--- config.mk ---
export PLATFORM = sky130hd
export DESIGN_NAME = adf4159_reg_sequencer
export DESIGN_NICKNAME = d
export VERILOG_FILES = /design/src/rtl/adf4159_pkg.sv /design/src/rtl/edge_rise_det.sv /design/src/rtl/adf4159_reg_sequencer.sv
export SDC_FILE = /design/constraint.sdc
export NUM_CORES = 1
export LEC_CHECK = 0
export ABC_AREA = 1
export CAP_MARGIN = 25
export CORE_MARGIN = 5
export CORE_UTILIZATION = 55
export DETAILED_ROUTE_END_ITERATION = 10
export HOLD_SLACK_MARGIN = 0.03
export PLACE_DENSITY = 0.77
export SETUP_SLACK_MARGIN = 0.02
export SLEW_MARGIN = 20
export SYNTH_ARGS = -nofsm -noshare
export SYNTH_HDL_FRONTEND = slang
export SYNTH_HIERARCHICAL = 1
export SYNTH_SLANG_ARGS = --single-unit
--- constraint.sdc ---
create_clock -name clk_i -period 2.5 [get_ports clk_i]
set_input_delay 0.5 -clock clk_i [delete_from_list [all_inputs] [get_ports clk_i]]
set_output_delay 0.5 -clock clk_i [all_outputs]
set_load 0.03 [all_outputs]
--- src/rtl/adf4159_pkg.sv ---
// Shared constants for the ADF4159 register sequencer: table size, quick-update
// entry point, forced register-address field per table slot, and FSM states.
package adf4159_pkg;

  localparam int         NUM_WORDS   = 11;
  localparam logic [3:0] QUICK_FIRST = 4'd9;
  localparam logic [3:0] LAST_IDX    = 4'(NUM_WORDS - 1);

  // Device write order is R7, R6 x2, R5 x2, R4 x2, R3, R2, R1, R0.
  localparam logic [2:0] ADDR [NUM_WORDS] = '{
    3'd7, 3'd6, 3'd6, 3'd5, 3'd5, 3'd4, 3'd4, 3'd3, 3'd2, 3'd1, 3'd0
  };

  typedef enum logic [2:0] {
    ST_IDLE,
    ST_START,
    ST_WAIT,
    ST_GAP,
    ST_FINISH
  } state_e;

endpackage

--- src/rtl/edge_rise_det.sv ---
// Rising-edge detector: one history flop and an AND gate.
module edge_rise_det (
  input  logic clk_i,
  input  logic rst_ni,
  input  logic level_i,
  output logic rise_o
);

  logic prev_q;

  // NOTE: clocked state is always updated with non-blocking assignments so every
  // flop samples pre-edge values regardless of block evaluation order.
  always_ff @(posedge clk_i or negedge rst_ni) begin
    if (!rst_ni) prev_q <= 1'b0;
    else         prev_q <= level_i;
  end

  assign rise_o = level_i & ~prev_q;

endmodule

--- src/rtl/adf4159_reg_sequencer.sv ---
// Walks the local table of ADF4159 programming words and hands them, one at a
// time, to the serializer with a fixed gap and a per-word completion timeout.
module adf4159_reg_sequencer
  import adf4159_pkg::*;
#(
  parameter int GAP_CYCLES     = 8,
  parameter int TIMEOUT_CYCLES = 1024
) (
  input  logic        clk_i,
  input  logic        rst_ni,
  input  logic        cfg_we_i,
  input  logic [3:0]  cfg_addr_i,
  input  logic [31:0] cfg_data_i,
  input  logic        program_i,
  input  logic        update_i,
  output logic        busy_o,
  output logic        done_o,
  output logic        error_o,
  output logic        start_transfer_o,
  output logic [31:0] data_o,
  input  logic        complete_transfer_i
);

  localparam int          GW   = $clog2(GAP_CYCLES) + 1;
  localparam int          TW   = $clog2(TIMEOUT_CYCLES) + 1;
  localparam logic [GW-1:0] GMAX = GW'(GAP_CYCLES - 1);
  localparam logic [TW-1:0] TMAX = TW'(TIMEOUT_CYCLES - 1);

  state_e        state_q;
  logic [3:0]    idx_q;
  logic [GW-1:0] gap_q;
  logic [TW-1:0] tmr_q;
  logic          busy_q, done_q, error_q, start_q;
  logic [31:0]   data_q;
  logic [31:3]   table_q [NUM_WORDS];
  logic          rise;

  // The low three bits are replaced by the forced address and never stored.
  logic unused_cfg_low;
  assign unused_cfg_low = ^cfg_data_i[2:0];

  edge_rise_det u_edge (
    .clk_i   (clk_i),
    .rst_ni  (rst_ni),
    .level_i (complete_transfer_i),
    .rise_o  (rise)
  );

  // NOTE: the word table is intentionally not reset; it is plain storage that the
  // host must fill before requesting a sequence.
  always_ff @(posedge clk_i) begin
    if (cfg_we_i && !busy_q && (cfg_addr_i < 4'(NUM_WORDS)))
      table_q[cfg_addr_i] <= cfg_data_i[31:3];
  end

  function automatic logic [31:0] word_at(input logic [3:0] i);
    return {table_q[i], ADDR[i]};
  endfunction

  always_ff @(posedge clk_i or negedge rst_ni) begin
    if (!rst_ni) begin
      state_q <= ST_IDLE;
      idx_q   <= '0;
      gap_q   <= '0;
      tmr_q   <= '0;
      busy_q  <= 1'b0;
      done_q  <= 1'b0;
      error_q <= 1'b0;
      start_q <= 1'b0;
      data_q  <= '0;
    end else begin
      start_q <= 1'b0;
      done_q  <= 1'b0;
      unique case (state_q)
        ST_IDLE: begin
          if (program_i || update_i) begin
            idx_q   <= program_i ? 4'd0 : QUICK_FIRST;
            data_q  <= word_at(program_i ? 4'd0 : QUICK_FIRST);
            start_q <= 1'b1;
            busy_q  <= 1'b1;
            error_q <= 1'b0;
            state_q <= ST_START;
          end
        end
        ST_START: begin
          tmr_q   <= '0;
          state_q <= ST_WAIT;
        end
        ST_WAIT: begin
          // An edge coinciding with the timeout limit still counts as success.
          if (rise) begin
            if (idx_q == LAST_IDX) begin
              done_q  <= 1'b1;
              state_q <= ST_FINISH;
            end else begin
              gap_q   <= '0;
              state_q <= ST_GAP;
            end
          end else if (tmr_q == TMAX) begin
            error_q <= 1'b1;
            busy_q  <= 1'b0;
            state_q <= ST_IDLE;
          end else begin
            tmr_q <= tmr_q + 1'b1;
          end
        end
        ST_GAP: begin
          if (gap_q == GMAX) begin
            idx_q   <= idx_q + 4'd1;
            data_q  <= word_at(idx_q + 4'd1);
            start_q <= 1'b1;
            state_q <= ST_START;
          end else begin
            gap_q <= gap_q + 1'b1;
          end
        end
        ST_FINISH: begin
          busy_q  <= 1'b0;
          state_q <= ST_IDLE;
        end
        default: state_q <= ST_IDLE;
      endcase
    end
  end

  assign busy_o           = busy_q;
  assign done_o           = done_q;
  assign error_o          = error_q;
  assign start_transfer_o = start_q;
  assign data_o           = data_q;

endmodule
==> impl_metrics.xml <==
<?xml version="1.0" encoding="UTF-8"?>
<metrics>
  <group name="run_status">
    <metric name="status" unit="">complete, no violations</metric>
  </group>
  <group name="global_routing">
    <metric name="grt_overflow" unit="">0</metric>
    <metric name="antenna_found_initial" unit="">0</metric>
    <metric name="grt_util_overall" unit="">0.231</metric>
    <metric name="first_global_vias" unit="">11800</metric>
    <metric name="grt_first_pass_wirelength" unit="um">61700</metric>
    <metric name="maximum_number_of_pins_on_one_net_before_global_route_repair" unit="">151</metric>
  </group>
  <group name="clocking">
    <metric name="cts_max_level" unit="">2</metric>
    <metric name="clock_tree_from_tritoncts" unit="">built</metric>
    <metric name="numClockSinks" unit="">378</metric>
    <metric name="clk-insertion-delay-late" unit="ns">0.53</metric>
    <metric name="holdBufCountCts" unit="">1</metric>
    <metric name="clk_transition_reported_paths" unit="ns">0.06</metric>
    <metric name="cts_inserted_buffers" unit="">39</metric>
    <metric name="ctsLongestPathBuffers" unit="">3</metric>
    <metric name="cts_root_buf" unit="">sky130_fd_sc_hd__clkbuf_16</metric>
    <metric name="post-cts-setup-buffers" unit="">0</metric>
    <metric name="cts-resized-gates" unit="">0</metric>
  </group>
  <group name="synthesis">
    <metric name="yosysWarnings" unit="">6</metric>
    <metric name="ys_ff_latch" unit="">378</metric>
    <metric name="netlist-cell-type-count" unit="">31</metric>
    <metric name="syn_avg_cell_area" unit="sq um">9.95</metric>
    <metric name="syn_area" unit="sq um">16600</metric>
    <metric name="synthesized_net_count" unit="">1718</metric>
    <metric name="synth_cells" unit="">1670</metric>
    <metric name="ys_seq_area_frac" unit="">0.666</metric>
  </group>
  <group name="sta">
    <metric name="finalCriticalPeriod" unit="ns">2.27</metric>
    <metric name="holdWs" unit="ns">0.442</metric>
    <metric name="clock.fmax" unit="MHz">440</metric>
    <metric name="timing.final.ws_setup" unit="ns">0.227</metric>
    <metric name="finalSetupViolations" unit="">0</metric>
    <metric name="worst_clock_skew" unit="ns">0.0173</metric>
    <metric name="hold_viol_final" unit="">0</metric>
    <metric name="maxSlewHeadroom" unit="">0.410</metric>
    <metric name="timing_max_transition_violations_final" unit="">0</metric>
    <metric name="setup_repair_after_global_routing_missed_its_margin" unit="">no</metric>
    <metric name="worst-slew-pin-transition" unit="ns">0.886</metric>
    <metric name="fin_crit_sh" unit="">0.909</metric>
  </group>
  <group name="place">
    <metric name="dpl_worst_slack" unit="ns">-0.0301</metric>
    <metric name="post_dp_cell_area" unit="sq um">18100</metric>
    <metric name="dp.final_hpwl" unit="um">21800</metric>
    <metric name="io_buffer_count" unit="">74</metric>
    <metric name="number_of_cells_after_detailed_placement" unit="">2098</metric>
    <metric name="gpl_congestion" unit="">0.794</metric>
  </group>
  <group name="floorplan">
    <metric name="initial_util" unit="">0.559</metric>
    <metric name="num_rows" unit="">63</metric>
    <metric name="core-area" unit="sq um">29700</metric>
    <metric name="fp.dieH" unit="um">184</metric>
    <metric name="die_width" unit="um">184</metric>
    <metric name="fp.dieArea" unit="sq um">33800</metric>
    <metric name="floorplan.io_pins" unit="">78</metric>
  </group>
  <group name="power_and_ir_drop">
    <metric name="power_leakage" unit="uW">0.00796</metric>
    <metric name="power_density" unit="nW/um^2">1010</metric>
    <metric name="irDropWorstVdd" unit="mV">0.764</metric>
    <metric name="post-layout-total-power" unit="uW">19600</metric>
  </group>
  <group name="route">
    <metric name="routed_wl_per_cell" unit="um">17.8</metric>
    <metric name="detail_route.drc_violations" unit="">0</metric>
    <metric name="detailedRoute.firstIterationViolations" unit="">1295</metric>
    <metric name="avgViaCountPerCell" unit="">5.49</metric>
    <metric name="detail_route.first_pass.iterations" unit="">5</metric>
    <metric name="antenna_left" unit="">0</metric>
    <metric name="wirelength" unit="um">38600</metric>
    <metric name="dr_total_vias" unit="">11900</metric>
  </group>
  <group name="worst_hold_path">
    <metric name="min_from" unit="">complete_transfer_i</metric>
    <metric name="hold_class" unit="">input pin to flip-flop</metric>
  </group>
  <group name="final_layout">
    <metric name="antenna-diode-count" unit="">0</metric>
    <metric name="final_area" unit="sq um">19400</metric>
    <metric name="syn2layout_area_growth" unit="%">17.0</metric>
    <metric name="share_of_post_route_cells_with_drive_strength_above_1" unit="">0.0775</metric>
    <metric name="final_cells" unit="">2171</metric>
    <metric name="most-common-layout-cells" unit="">sky130_fd_sc_hd__nand2_1, sky130_fd_sc_hd__edfxtp_1, sky130_fd_sc_hd__nand3_1</metric>
    <metric name="layout.nets" unit="">1798</metric>
    <metric name="mostFrequentLayoutCell" unit="">sky130_fd_sc_hd__nand2_1</metric>
  </group>
  <group name="critical_path">
    <metric name="worst_r2r_path_depth" unit="">7</metric>
    <metric name="rr_endpoint" unit="">data_o[17]</metric>
    <metric name="cp_max_fo" unit="">59</metric>
    <metric name="critPathCapture" unit="">data_o[17]</metric>
    <metric name="worst-endpoint-arrival" unit="ns">2.72</metric>
    <metric name="setup.worst_path.class" unit="">flip-flop to flip-flop</metric>
    <metric name="critical_path_required" unit="ns">2.95</metric>
    <metric name="r2r_setup_slack" unit="ns">0.23</metric>
    <metric name="crit-reg2reg-launch" unit="">idx_q[1]</metric>
    <metric name="timing.critical_path.from" unit="">idx_q[1]</metric>
    <metric name="timing.critical_path.from_type" unit="">flip-flop</metric>
    <metric name="crit_path_end_kind" unit="">flip-flop</metric>
  </group>
  <group name="run">
    <metric name="cap_viol_max_count" unit="">0</metric>
  </group>
</metrics>
[cells in the mapped netlist]
cell | n | area (sq um)
sky130_fd_sc_hd__or2_1 | 1 | 6.26
sky130_fd_sc_hd__a31oi_1 | 1 | 6.26
sky130_fd_sc_hd__a21oi_1 | 33 | 165
sky130_fd_sc_hd__ha_1 | 6 | 75.1
sky130_fd_sc_hd__nor3_1 | 2 | 10.0
sky130_fd_sc_hd__o21ai_1 | 14 | 70.1
sky130_fd_sc_hd__edfxtp_1 | 319 | 9580
sky130_fd_sc_hd__buf_2 | 38 | 190
sky130_fd_sc_hd__inv_1 | 205 | 769
sky130_fd_sc_hd__nand2_2 | 4 | 25.0
sky130_fd_sc_hd__a22o_1 | 1 | 8.76
sky130_fd_sc_hd__o22ai_1 | 4 | 25.0
sky130_fd_sc_hd__dfrtp_1 | 59 | 1480
sky130_fd_sc_hd__nand3_2 | 3 | 30.0
sky130_fd_sc_hd__nand4_1 | 5 | 31.3
sky130_fd_sc_hd__o21ai_0 | 56 | 280
sky130_fd_sc_hd__clkbuf_1 | 28 | 105
sky130_fd_sc_hd__xnor2_1 | 2 | 17.5
sky130_fd_sc_hd__buf_1 | 7 | 26.3
sky130_fd_sc_hd__nand3_1 | 224 | 1120
sky130_fd_sc_hd__xor2_1 | 2 | 17.5
sky130_fd_sc_hd__o21a_1 | 1 | 7.51
sky130_fd_sc_hd__nand2_1 | 506 | 1900
sky130_fd_sc_hd__inv_2 | 5 | 18.8
sky130_fd_sc_hd__nor2_2 | 12 | 75.1
sky130_fd_sc_hd__nor2_8 | 1 | 20.0
sky130_fd_sc_hd__nand3b_1 | 2 | 15.0
sky130_fd_sc_hd__buf_6 | 5 | 56.3
sky130_fd_sc_hd__nor2_1 | 120 | 450
sky130_fd_sc_hd__o31ai_1 | 1 | 7.51
sky130_fd_sc_hd__buf_4 | 3 | 22.5
[final cells by class]
cell class                      count  area, sq um
Sequential cell                   378        11100
Fill cell                        2101        10300
Clock inverter                     23          201
Timing Repair Buffer              120         1380
Tap cell                          390          488
Inverter                          210          792
Multi-Input combinational cell   1001         4430
Clock buffer                       49         1060
[cells by family after synthesis]
kind of cell,share of synthesized area
compound gates,0.0344
xor+xnor,0.00211
fa+ha+maj,0.00452
buf+inv,0.0716
flops,0.666
simple gates,0.222
[routing by layer]
layer	GRT usage	vias up	routed length, um	share of wire
met5	0	-	0	0
met4	0.0831	0	1160	0.030
met3	0.0342	103	3080	0.080
met2	0.378	543	18400	0.48
met1	0.318	5638	16000	0.41
li1	-	5636	-	-
[power by group]
| part | total (uW) | internal (uW) | leakage, uW | switching [uW] |
|---|---|---|---|---|
| Sequential | 7590 | 7280 | 0.00358 | 311 |
| Clock | 5680 | 3340 | 0.000617 | 2340 |
| Combinational | 6320 | 2050 | 0.00376 | 4270 |
[state kept, by name, indices dropped and copies added (netlist names)]
| name | flops |
|---|---|
| table_q | 319 |
| error_o | 1 |
| state_q | 3 |
| busy_o | 1 |
| start_transfer_o | 1 |
| tmr_q | 11 |
| idx_q | 4 |
| done_o | 1 |
| data_o | 32 |
| gap_q | 4 |
| u_edge/prev_q | 1 |
[critical path, cell delays in order (launching register included)]
cell and delay, ns:
sky130_fd_sc_hd__dfrtp_1 0.47, sky130_fd_sc_hd__inv_1 0.10, sky130_fd_sc_hd__ha_2 0.35, sky130_fd_sc_hd__buf_4 0.63, sky130_fd_sc_hd__nand3_1 0.25, sky130_fd_sc_hd__nand3_1 0.14, sky130_fd_sc_hd__nand3_1 0.09, sky130_fd_sc_hd__a21oi_1 0.16
[per-stage QoR]
| stage | utilization | TNS (ns) |
|---|---|---|
| 6_report | 0.654 | 0 |
| 3_5_place_dp | 0.611 | -1.61 |
| 4_1_cts | 0.654 | 0 |
| 2_1_floorplan | - | -75.07 |
| 5_1_grt | 0.654 | 0 |
| 3_3_place_gp | 0.611 | 0 |
[how the worst min path moves through the flow]
stage,to,slack [ns],depth (start not counted)
after floorplan,busy_o,0.20,0
after global placement,error_o,0.48,1
after detailed placement,busy_o,0.48,2
after CTS,u_edge/prev_q,0.44,1
after global routing,u_edge/prev_q,0.45,1
final,u_edge/prev_q,0.44,1
Note: power is estimated with default switching activity, not from simulation.
